--- src/rtl/lc3_mem_pkg.sv ---
// rtl/lc3_mem_pkg.sv - shared state type and requester indices for the LC-3 memory arbiter
package lc3_mem_pkg;

  typedef enum logic [1:0] {
    IDLE   = 2'd0,
    ACCESS = 2'd1,
    WAIT   = 2'd2,
    RESP   = 2'd3
  } arb_state_t;

  localparam logic REQ_CPU = 1'b0;
  localparam logic REQ_DMA = 1'b1;

endpackage

--- src/rtl/arb_rr2.sv ---
// rtl/arb_rr2.sv - two-way combinational winner picker
// Ports:
//   req[1:0]     in   request bits, [0]=CPU [1]=DMA
//   last_winner  in   index of the previous winner
//   win_valid    out  at least one request present
//   win_idx      out  index of the chosen requester
// Config: MEM_ARB_FIXED_PRIO_EN selects fixed CPU priority on a tie.
module arb_rr2
  import lc3_mem_pkg::*;
(
  input  logic [1:0] req,
  input  logic       last_winner,
  output logic       win_valid,
  output logic       win_idx
);

  always_comb begin
    win_valid = |req;
    win_idx   = REQ_CPU;
    if (req == 2'b11) begin
`ifdef MEM_ARB_FIXED_PRIO_EN
      win_idx = REQ_CPU;
`else
      // Tie goes to whoever did not win last time.
      win_idx = ~last_winner;
`endif
    end else if (req[REQ_DMA]) begin
      win_idx = REQ_DMA;
    end
  end

`ifdef MEM_ARB_FIXED_PRIO_EN
  logic unused_last_winner;
  assign unused_last_winner = last_winner;
`endif

endmodule

--- src/rtl/lc3_mem_arbiter.sv ---
// rtl/lc3_mem_arbiter.sv - shares one LC-3 memory port between the CPU and a DMA/debug loader
// Ports:
//   clk, rst            clock, asynchronous active-high reset
//   req/req_we[1:0]     per-requester request and write flag, [0]=CPU [1]=DMA
//   req_addr/req_wdata  packed per-requester address/data, requester 1 in the upper half
//   gnt/done[1:0]       one-cycle grant and completion pulses
//   rdata               read data, valid with done after a read
//   mem_en/mem_we       memory strobe and write enable
//   mem_addr/mem_wdata  latched address and write data
//   mem_rdata           memory read data
// Config: MEM_ARB_FIXED_PRIO_EN (inside arb_rr2) gives the CPU fixed priority.
module lc3_mem_arbiter
  import lc3_mem_pkg::*;
#(
  parameter int MEM_LAT = 2,
  parameter int AW      = 16,
  parameter int DW      = 16
) (
  input  logic            clk,
  input  logic            rst,
  input  logic [1:0]      req,
  input  logic [1:0]      req_we,
  input  logic [2*AW-1:0] req_addr,
  input  logic [2*DW-1:0] req_wdata,
  output logic [1:0]      gnt,
  output logic [1:0]      done,
  output logic [DW-1:0]   rdata,
  output logic            mem_en,
  output logic            mem_we,
  output logic [AW-1:0]   mem_addr,
  output logic [DW-1:0]   mem_wdata,
  input  logic [DW-1:0]   mem_rdata
);

  localparam int              LCW    = $clog2(MEM_LAT + 1);
  localparam logic [LCW-1:0]  LAT_M1 = LCW'(MEM_LAT - 1);
  localparam logic [LCW-1:0]  LAT_1  = LCW'(1);

  arb_state_t      state_q, state_d;
  logic            last_winner_q, last_winner_d;
  logic [1:0]      gnt_q, gnt_d, done_q, done_d;
  logic [DW-1:0]   rdata_q, rdata_d;
  logic            mem_en_q, mem_en_d, mem_we_q, mem_we_d;
  logic [AW-1:0]   mem_addr_q, mem_addr_d;
  logic [DW-1:0]   mem_wdata_q, mem_wdata_d;
  logic [LCW-1:0]  lat_cnt_q, lat_cnt_d;

  logic win_valid, win_idx;

  arb_rr2 u_pick (
    .req         (req),
    .last_winner (last_winner_q),
    .win_valid   (win_valid),
    .win_idx     (win_idx)
  );

  // last_winner_q doubles as the index of the transaction in flight.
  always_comb begin
    state_d       = state_q;
    last_winner_d = last_winner_q;
    gnt_d         = 2'b00;
    done_d        = 2'b00;
    rdata_d       = rdata_q;
    mem_en_d      = 1'b0;
    mem_we_d      = 1'b0;
    mem_addr_d    = mem_addr_q;
    mem_wdata_d   = mem_wdata_q;
    lat_cnt_d     = lat_cnt_q;
    unique case (state_q)
      IDLE: begin
        if (win_valid) begin
          last_winner_d   = win_idx;
          gnt_d[win_idx]  = 1'b1;
          mem_en_d        = 1'b1;
          mem_we_d        = req_we[win_idx];
          mem_addr_d      = win_idx ? req_addr[2*AW-1:AW]  : req_addr[AW-1:0];
          mem_wdata_d     = win_idx ? req_wdata[2*DW-1:DW] : req_wdata[DW-1:0];
          state_d         = ACCESS;
        end
      end
      ACCESS: begin
        // mem_we_q still holds the latched write flag during ACCESS.
        if (mem_we_q) begin
          done_d[last_winner_q] = 1'b1;
          state_d               = RESP;
        end else begin
          lat_cnt_d = LAT_M1;
          if (MEM_LAT == 1) begin
            rdata_d               = mem_rdata;
            done_d[last_winner_q] = 1'b1;
            state_d               = RESP;
          end else begin
            state_d = WAIT;
          end
        end
      end
      WAIT: begin
        lat_cnt_d = lat_cnt_q - LAT_1;
        if (lat_cnt_q == LAT_1) begin
          rdata_d               = mem_rdata;
          done_d[last_winner_q] = 1'b1;
          state_d               = RESP;
        end
      end
      RESP: begin
        state_d = IDLE;
      end
      default: begin
        state_d = IDLE;
      end
    endcase
  end

  always_ff @(posedge clk or posedge rst) begin
    if (rst) begin
      state_q       <= IDLE;
      last_winner_q <= REQ_DMA;
      gnt_q         <= 2'b00;
      done_q        <= 2'b00;
      rdata_q       <= '0;
      mem_en_q      <= 1'b0;
      mem_we_q      <= 1'b0;
      mem_addr_q    <= '0;
      mem_wdata_q   <= '0;
      lat_cnt_q     <= '0;
    end else begin
      state_q       <= state_d;
      last_winner_q <= last_winner_d;
      gnt_q         <= gnt_d;
      done_q        <= done_d;
      rdata_q       <= rdata_d;
      mem_en_q      <= mem_en_d;
      mem_we_q      <= mem_we_d;
      mem_addr_q    <= mem_addr_d;
      mem_wdata_q   <= mem_wdata_d;
      lat_cnt_q     <= lat_cnt_d;
    end
  end

  assign gnt       = gnt_q;
  assign done      = done_q;
  assign rdata     = rdata_q;
  assign mem_en    = mem_en_q;
  assign mem_we    = mem_we_q;
  assign mem_addr  = mem_addr_q;
  assign mem_wdata = mem_wdata_q;

endmodule
--- config.mk ---
export PLATFORM = sky130hd
export DESIGN_NAME = lc3_mem_arbiter
export DESIGN_NICKNAME = d
export VERILOG_FILES = /design/src/rtl/lc3_mem_pkg.sv /design/src/rtl/arb_rr2.sv /design/src/rtl/lc3_mem_arbiter.sv
export SDC_FILE = /design/constraint.sdc
export NUM_CORES = 1
export LEC_CHECK = 0
export ABC_CLOCK_PERIOD_IN_PS = 2800
export CAP_MARGIN = 20
export CORE_MARGIN = 2
export CORE_UTILIZATION = 30
export DETAILED_ROUTE_END_ITERATION = 10
export HOLD_SLACK_MARGIN = 0.02
export RECOVER_POWER = 50
export SYNTH_ARGS = -nofsm -noshare
export SYNTH_HDL_FRONTEND = slang
export SYNTH_HIERARCHICAL = 1
export SYNTH_SLANG_ARGS = --single-unit
--- constraint.sdc ---
create_clock -name clk -period 2.8 [get_ports clk]
set_input_delay 0.7 -clock clk [delete_from_list [all_inputs] [get_ports clk]]
set_output_delay 0.7 -clock clk [all_outputs]
set_load 0.05 [all_outputs]
# Word level (Yosys, flattened, before mapping)

Index checks and enable logic that the tools add are counted.

Flip-flop bits (word level): 59
Input bits: 86
Word-level logic and storage cells: 58
Output and inout port bits: 54

Equality and inequality tests: 8
Multiplexer cells: 25
$add $sub $neg: 1
Bitwise gates (word level): 1
Reductions and logical operators: 9
Magnitude comparators: 4

Operators by type and width:

| kind                                                                  | count |
|---|---|
| 16-bit 2-to-1 mux                                                     | 2 |
| 2-bit 2-to-1 mux                                                      | 7 |
| 1-bit 2-to-1 mux                                                      | 11 |
| 2-bit one-hot mux with 2 select lines                                 | 2 |
| 2-bit one-hot mux with 4 select lines                                 | 1 |
| 2-bit AND reduction                                                   | 4 |
| 2-bit == test (second input constant)                                 | 3 |
| 2-bit by 1-bit == test with 1-bit output (second input constant)      | 2 |
| 1-bit by 2-bit < comparator with 1-bit output (second input constant) | 2 |
| 2-bit != test (second input constant)                                 | 2 |
| 1-bit demux with 1-bit select                                         | 2 |
| 1-bit greater-or-equal comparator (second input constant)             | 2 |
| 1-bit logical AND                                                     | 2 |
| 2-bit logical NOT                                                     | 1 |
| 2-bit by 1-bit != test with 1-bit output (second input constant)      | 1 |
| 2-bit nonzero test                                                    | 1 |
| 2-bit OR reduction                                                    | 1 |
| 2-bit by 1-bit subtractor with 2-bit output (second input constant)   | 1 |
| 1-bit inverter                                                        | 1 |

# Longest topological paths before layout

Gate-level depths: netlist of the first run.

Word-level depth: 8
Gate-level depth with buffers: 7
Depth with buffers taken out: 5

# Cells and area by module

The synthesis of the first run kept the hierarchy.

Modules (own cells, without submodules):

| module          | sequential area each (µm²) | area an instance (µm²) | cells an instance | times used |
|---|---|---|---|---|
| lc3_mem_arbiter | 1477.7                     | 2586.2                 | 215               | 1 |
| arb_rr2         | 0.0                        | 13.8                   | 2                 | 1 |

# Least setup slack after synthesis of the first run

OpenSTA, ideal clock, no wires.

Path kind: input to register
From: input port req[1]
To: register state_q[1]
Library setup time: 0.125 ns
Required time: 2.675 ns
Cell stages on the path: 3
Setup slack: 1.172 ns
Path buffers: 0
Arrival time: 1.504 ns
Cell sequence: or2_1 o21ai_0 mux2_2

Cells in the longest elaborated chain, start to end: 3

Ends and longest elaborated chain:

| what                                                      | RTL line               | source |
|---|---|---|
| start: declaration                                        | lc3_mem_arbiter.sv:21  | `input logic [1:0] req,` |
| 2-bit OR reduction                                        | arb_rr2.sv:18          | `win_valid = \|req;` |
| 2-bit by 1-bit != test with 1-bit output (no source line) | n/a                    |  |
| 2-bit AND reduction (no source line)                      | n/a                    |  |
| end signal: assignment                                    | lc3_mem_arbiter.sv:127 | `state_q <= state_d;` |
| end: declaration                                          | lc3_mem_arbiter.sv:39  | `arb_state_t state_q, state_d;` |

No other way between the ends.
A chain may end at the register's enable or synchronous reset.

# Final worst setup path of the first run

From: register mem_addr_q[1] (netlist: mem_addr[1])
To: output port mem_addr[1]

RTL lines:

| what                     | RTL line               | source |
|---|---|---|
| start: declaration       | lc3_mem_arbiter.sv:44  | `logic [AW-1:0] mem_addr_q, mem_addr_d;` |
| start signal: assignment | lc3_mem_arbiter.sv:134 | `mem_addr_q <= mem_addr_d;` |
| end: declaration         | lc3_mem_arbiter.sv:30  | `output logic [AW-1:0] mem_addr,` |

No word-level cell between the ends.

==> metrics.txt, run 1 <==
outcome completed; vias in the first global route 2110; hold_buf cts 0; CP Capture Type output port; Slew HR 0.2209; ANT cells 0; Achievable Freq 451.1 MHz; Syn. warnings 6; Sw Ratio 0.4555; CTS tree yes; setup total negative slack 0 ns; Die Y 97.10 um; DP HPWL 4841 um; Finished Cell Area 4302 um^2; Placer Congestion 0.6939; Seq/Total Area, Yosys 0.5683; Finished Layout Cells between 400 and 500; overflow left after global routing 0; WL/cell ~13 um; Clock Skew 0.009004 ns; DR vias/cell 4.416; fin crit period 2.217 ns; Worst-Skew Late Latency 0.32 ns; Leakage 1.901 nW; number of CTS-inserted buffers 9; most common cell in the netlist dfrtp_1; CP top delay family buffers and inverters; Main synth FF type dfrtp_1; RSZ-0062 raised after global routing false; DRC viols 0; Area after DPL ~4100 um^2; Psw roughly 2.5 mW; I/O pin total 140; Clk Tree Root Cell clkbuf_8; Placed Cells 453; Bufs and invs on worst path 1; synth top area cells dfrtp_1, mux2i_1, o21ai_0; core area approximately 8300 um^2; post-CTS resize count 0; Starting DRT DRC Count 53; Clk pwr share 0.170; worst slew pin tran 1.167 ns; Starting Density 0.3133; Synth async-reset ratio 1.000; TritonRoute pass-1 iters 4; Min-Delay Path Class reg2reg; Crit Path Class reg2out; Max Cap Violations 0; # Post-CTS Setup Buffers 0; post-synth top area share 0.5582; final core occ 0.5183; worst reg2reg setup slack 1.03 ns; startpoint types flop; cell breakdown of the critical path clkdlybuf4s50_1; Worst Path Required between 2 and 2.5 ns; register share of total power 0.270; Post-Syn Nets between 300 and 400; clk buf depth 2; CP peak stage delay 0.82 ns; area added between synthesis and finish 65.45%; largest area contributor in the netlist dfrtp_1; syn_area_per_cell 11.98 um^2; Synth Cell Area 2600 um^2; clock sink count 59; fin crit share 0.7918; first-pass GRT wire length 10410 um; largest net degree at the start of global routing 57; Post-synth EDFFs 0; total number of vias 2071; Power Density 1275 nW/um^2; Final Max Tran Viols 0; CP Max Fanout 2; initial antenna violation count 0; number of synthesized register bits 59; final antenna-violating net count 0; nets roughly 450; FP Rows 33; IO Port Bufs 139; Final Setup Violations 0; Commonest cells post-synth dfrtp_1, nand2_1, mux2i_1, o21ai_0, mux2_4; Gate power share 0.560; Synth cell types 26; Slowest-stage cell, CP clkdlybuf4s50_1; VDD IR-drop max 0.5271 mV; Cell Int Power 2.986 mW; total track usage 0.1382; die extent in x 97.10 um; CTS clk-pin slew, worst paths 0.07 ns; Final Hold Viols 0; Mapped Cells 217; share of post-route cells with drive strength above 1 0.07692; final wirelength around 6300 um; die area 9427 um^2; crit path DAT 1.52 ns; htree depth 3
## area by class of cell
| cell class | count | area, um^2 |
|---|---|---|
| multi-input combinational | 140 | 980.9 |
| fill | 753 | 3998 |
| timing repair buffer | 143 | 1446 |
| sequential | 59 | 1478 |
| inverter | 6 | 22.52 |
| clock inverter | 4 | 97.59 |
| tap | 105 | 131.4 |
| clock buffer | 12 | 145.1 |
## cell families after synthesis
family | synth area share
flip-flops | 0.5683
buffers and inverters | 0.04042
adder cells (fa/ha/maj) | 0.01925
AO/OA/AOI/OAI | 0.08326
multiplexers | 0.2137
AND/OR/NAND/NOR | 0.07508
## registers in the layout, indices dropped and copies added, names as in the netlist
name	count
done	2
gnt	2
last_winner_q	1
lat_cnt_q	2
mem_addr	16
mem_en	1
mem_wdata	16
mem_we	1
rdata	16
state_q	2
## power groups by stage
stage	Combinational (mW)	Sequential, mW	Clock, mW
after floorplan	0.871	2.76	0
after global placement	3.19	1.48	0
after detailed placement	3.22	1.50	0
after CTS	3.23	1.49	0.964
after global routing	3.27	1.53	1.01
final	3.07	1.48	0.934
## through the flow
step | setup WS (ns) | power [mW] | hold WS, ns
finish | 0.5830 | 5.483 | 0.4811
global route | 0.5120 | 5.804 | 0.5109
CTS | 0.5472 | 5.683 | 0.4866
detailed placement | 0.5864 | 4.720 | 0.4708
global placement | 0.5786 | 4.671 | 0.4604
floorplan | 0.6453 | 3.633 | 0.4587
## layer usage
metal / global-route usage / vias to the layer above / wire, um
met5: 0 / - / 0
met4: 0.06176 / 0 / 57
met3: 0.06043 / 5 / 714
met2: 0.2110 / 105 / 2817
li1: - / 1025 / -
met1: 0.1692 / 936 / 2669
## worst paths after layout
check	end	from	cells after the start
max	mem_addr[1]	mem_addr[1]	1
min	mem_wdata[0]	mem_wdata[0]	2
max reg2reg	rdata[8]	state_q[0]	4
min reg2reg	mem_wdata[0]	mem_wdata[0]	2
max in group asynchronous	state_q[0]	rst	3
min in group asynchronous	mem_wdata[9]	rst	2
## cell usage in the layout, fill, tap and decap left out, types with 2 or more instances in the layout
cell type	count
clkdlybuf4s50_1	137
ha_1	4
nor2_1	4
buf_12	2
bufinv_16	3
mux2_1	9
mux2_2	8
clkbuf_8	10
a21oi_1	2
dlygate4sd3_1	2
mux2i_1	33
buf_4	2
inv_1	6
nand2_1	36
clkbuf_1	2
dfrtp_1	58
and3_1	2
o21ai_0	33
(Power assumes the default switching activity.)
==> run 2, diff against run 1 <==
ABC_CLOCK_PERIOD_IN_PS = 2100   (was 2800)
clock period = 2.1 ns   (was 2.8 ns; I/O delays follow)
==> metrics.txt, run 2 (synthesis results as in run 1) <==
cell breakdown of the critical path clkdlybuf4s50_1; Worst-Skew Late Latency 0.32 ns (about the same); outcome completed; WL/cell 13.24 um (-0.82%); fin crit share 0.9683; Min-Delay Path Class reg2reg; VDD IR-drop max 0.7725 mV (+47%); final antenna-violating net count 0 (unchanged); Die Y 97.10 um (unchanged); Power Density 1712 nW/um^2 (+34%); die area 9427 um^2 (unchanged); RSZ-0062 raised after global routing false; Slew HR 0.5572 (+0.3363); htree depth 3 (unchanged); CTS tree yes; Max Cap Violations 0 (unchanged); vias in the first global route 2127 (+0.81%); Worst Path Required 1.57 ns (-0.53 ns); final wirelength 6234 um (-0.40%); die extent in x 97.10 um (unchanged); CTS clk-pin slew, worst paths 0.07 ns (about the same); FP Rows 33 (unchanged); DRC viols 0 (unchanged); most frequent cells in the layout clkdlybuf4s50_1, dfrtp_1, nand2_1; Placer Congestion 0.7636 (+10%); Final Power 7.376 mW (+35%); Clk Tree Root Cell clkbuf_8; IO Port Bufs 139 (unchanged); area added between synthesis and finish 65.69%; nets 451 (+0.45%); fin crit period 2.033 ns; overflow left after global routing 0 (unchanged); hold_buf cts 0 (unchanged); Clock Skew 0.008657 ns (-0.0003477 ns); Finished Layout Cells 471 (+0.43%); Achievable Freq about 490 MHz; Final Setup Violations 0 (unchanged); CP Max Fanout 2 (unchanged); post-CTS resize count 0 (unchanged); CP top delay family buffers and inverters; total number of vias 2057 (-0.68%); most common cell after layout, fill and taps aside clkdlybuf4s50_1; DP HPWL 4750 um (-1.9%); largest net degree at the start of global routing 54 (-5.3%); Starting Density 0.3133 (unchanged); TritonRoute pass-1 iters 4 (unchanged); clock sink count 59 (unchanged); first-pass GRT wire length 10400 um (about the same); Placed Cells 455 (+0.44%); Leakage 1.940 nW (+2.1%); startpoint types flop; Starting DRT DRC Count 43 (-19%); ANT cells 0 (unchanged); Crit Path Class reg2out; crit path DAT 1.51 ns (about the same); worst slew pin tran 0.6635 ns (-0.5040 ns); Bufs and invs on worst path 1 (unchanged); number of CTS-inserted buffers 9 (unchanged); core area 8299 um^2 (unchanged); clk buf depth 2 (unchanged); total track usage 0.1376 (-0.0005488); Final Hold Viols 0 (unchanged); hold slack final 0.4786 ns (-0.002462 ns); number of fill cells 784 (+4.1%); I/O pin total 140 (unchanged); Final Max Tran Viols 0 (unchanged); CP Capture Type output port; Slowest-stage cell, CP clkdlybuf4s50_1; DR vias/cell 4.367 (-1.1%); CP peak stage delay 0.82 ns (about the same); # Post-CTS Setup Buffers 0 (unchanged); setup total negative slack 0 ns (unchanged); share of post-route cells with drive strength above 1 0.1120 (+0.03510); initial antenna violation count 0 (unchanged)
## run 2: final timing paths
kind | startpoint | end | slack, ns | cells after the start
setup / recovery | mem_we | mem_we | 0.07 | 1
hold / removal | mem_wdata[3] | mem_wdata[3] | 0.48 | 2
setup reg to reg | state_q[0] | rdata[11] | 0.47 | 4
hold reg to reg | mem_wdata[3] | mem_wdata[3] | 0.48 | 2
max in group asynchronous | rst | mem_addr[5] | 0.38 | 3
min in group asynchronous | rst | rdata[15] | 0.74 | 2
## run 2: where the power goes
group	leakage (nW)	total, mW	internal (mW)	switching, mW
sequential	0.721	1.96	1.69	0.273
combinational	1.10	4.17	1.53	2.64
clock	0.123	1.25	0.817	0.430
## run 2: per-layer routing
metal | track usage | part of all wire | vias up
met2 | 0.2019 | 0.46 | 98
met4 | 0.05525 | 0.0053 | 0
met1 | 0.1782 | 0.42 | 927
met5 | 0 | 0 | -
li1 | - | - | 1030
met3 | 0.06043 | 0.11 | 2
## run 2: layout make-up
class / count / area [um^2] / area share
multi-input cells: 140 / 1020 / 0.2367
clock inverters: 5 / 100.1 / 0.02324
inverters: 6 / 22.52 / 0.005228
well taps: 105 / 131.4 / 0.03050
clock buffers: 11 / 141.4 / 0.03282
flip-flops and latches: 59 / 1478 / 0.3430
repair buffers: 145 / 1415 / 0.3285
## run 2: metrics by stage
stage	cell area, um^2	util	setup slack (ns)
after floorplan	2600	-	0.1203
after global placement	4139	0.4987	0.1279
after detailed placement	4139	0.4987	0.1032
after CTS	4380	0.5278	0.04069
after global routing	4308	0.5191	0.01047
final	4308	0.5191	0.06655
==> patch: new RTL, flow settings as in run 1 <==
`MEM_LAT`: 2 -> 4.
--- a/src/rtl/lc3_mem_arbiter.sv
+++ b/src/rtl/lc3_mem_arbiter.sv
@@ -13,5 +13,5 @@
   import lc3_mem_pkg::*;
 #(
-  parameter int MEM_LAT = 2,
+  parameter int MEM_LAT = 4,
   parameter int AW      = 16,
   parameter int DW      = 16
Function: changed (a bounded check fails within 4 cycles, from zero or initial values and one cycle with rst high).
==> patch against run 1 <==
Sequential cell count up 1. Worst setup slack got worse by 0.20 ns. Area after synthesis rose by 3.2%. First-iteration DRC count down 21%. Power is 3.0% lower. Core utilization down 1.5 points. Non-clock buffer count increased by 1. Synthesized cell count rose by 4.1%. Final cell count is 2.8% higher. Global-route usage down 0.28 points. Clock skew barely moved. Cell area rose by 1.5%. Wire length down 0.97%. Sequential power is essentially flat. Critical path type is now in2reg.
==> patch: results (changes against run 1) <==
stage;metric;value;unit;change
outcome;run status;complete, no violations;;
synthesis;syn nets;317;;+3.3%
worst_setup_path;worst setup path end;mem_addr[14]$_DFFE_PP0P_;;
route;Vias/cell;4.41;;-0.21%
timing;Slew Limit Headroom;26.3;%;+4.3 points
synthesis;most frequent cells after synthesis;dfrtp_1 (59), nand2_1 (34), mux2i_1 (33), o21ai_0 (33), mux2_4 (9);;
worst_setup_path;CP arrival;2.58;ns;+1.06 ns
worst_setup_path;Critical R2R Capture;rdata[3]$_DFFE_PP0P_;;
global_route;GRT met1 Usage;16.8;%;-0.13 points
route;met3 WL;592;um;-17%
place;placed cell area;4220;sq um;+2.6%
cells_and_area;fraction of layout cells with a size suffix above 1;8.02;%;+0.33 points
global_route;Total GRT Usage;13.5;%;-0.28 points
power;Peak VDD IR;0.000610;V;+16%
place;dpl hpwl;4.83;mm;-0.28%
worst_setup_path;setup slack, reg-to-reg;0.70;ns;-0.33 ns
cells_and_area;nets@finish;460;;+2.4%
place;Place WS;0.638;ns;+0.0518 ns
synthesis;Synth cell types;31;;+19%
hold_path;Hold Path Origin;mem_addr[11]$_DFFE_PP0P_;;
global_route;met2 Resource Use GR;21.2;%;+0.14 points
route;Detailed Route Iter0 Violations;42;;-21%
worst_setup_path;Critical Path Start;req[1];;
synthesis;register area share after synthesis;56.0;%;-0.82 points
place;gp weighted congestion;0.719;;+3.7%
route;met1 wire length;2.60;mm;-2.7%
hold_path;Worst Hold End;mem_addr[11]$_DFFE_PP0P_;;
timing;clk_skew;0.00881;ns;-0.000190 ns
route;Post-Route WL;6.20;mm;-0.97%
synthesis;Mapped Cells;226;;+4.1%
power;switch share;45.7;%;+0.16 points
power;Tot Pwr;0.00532;W;-3.0%
global_route;largest net degree at the start of global routing;43;;-25%
worst_setup_path;CP max FO;35;;+33
global_route;vias in the first global route;2150;;+1.9%
==> patch: cell count changes in the layout (fill, tap and decap cells not counted), moves of 2 or more <==
| cell | run 1 | this run |
|---|---|---|
| clkinv_2 | 0 | 2 |
| clkbuf_8 | 10 | 12 |
| inv_1 | 6 | 8 |
| clkbuf_2 | 0 | 2 |
| nor2_1 | 4 | 6 |
| nand2_1 | 36 | 33 |
| buf_12 | 2 | 0 |
==> patch: logic make-up after synthesis <==
kind of cell | after synthesis | synth area share, %
compound gates | 43 | 9.33
fa+ha+maj | 5 | 2.33
buf+inv | 20 | 3.68
flops | 60 | 56.0
mux | 50 | 20.7
simple gates | 48 | 7.93
==> patch: critical path: stages <==
cell and delay, ns:
clkdlybuf4s50_1 0.47, a21boi_4 0.16, clkbuf_2 0.81, mux2i_1 0.30, o21ai_0 0.10
==> patch: cell type report <==
type,count,area (sq um)
multi-input combinational,146,1040
inverter,8,30.0
sequential,60,1500
timing repair buffer,144,1420
clock inverter,4,70.1
tap,108,135
clock buffer,12,165
fill,822,4310
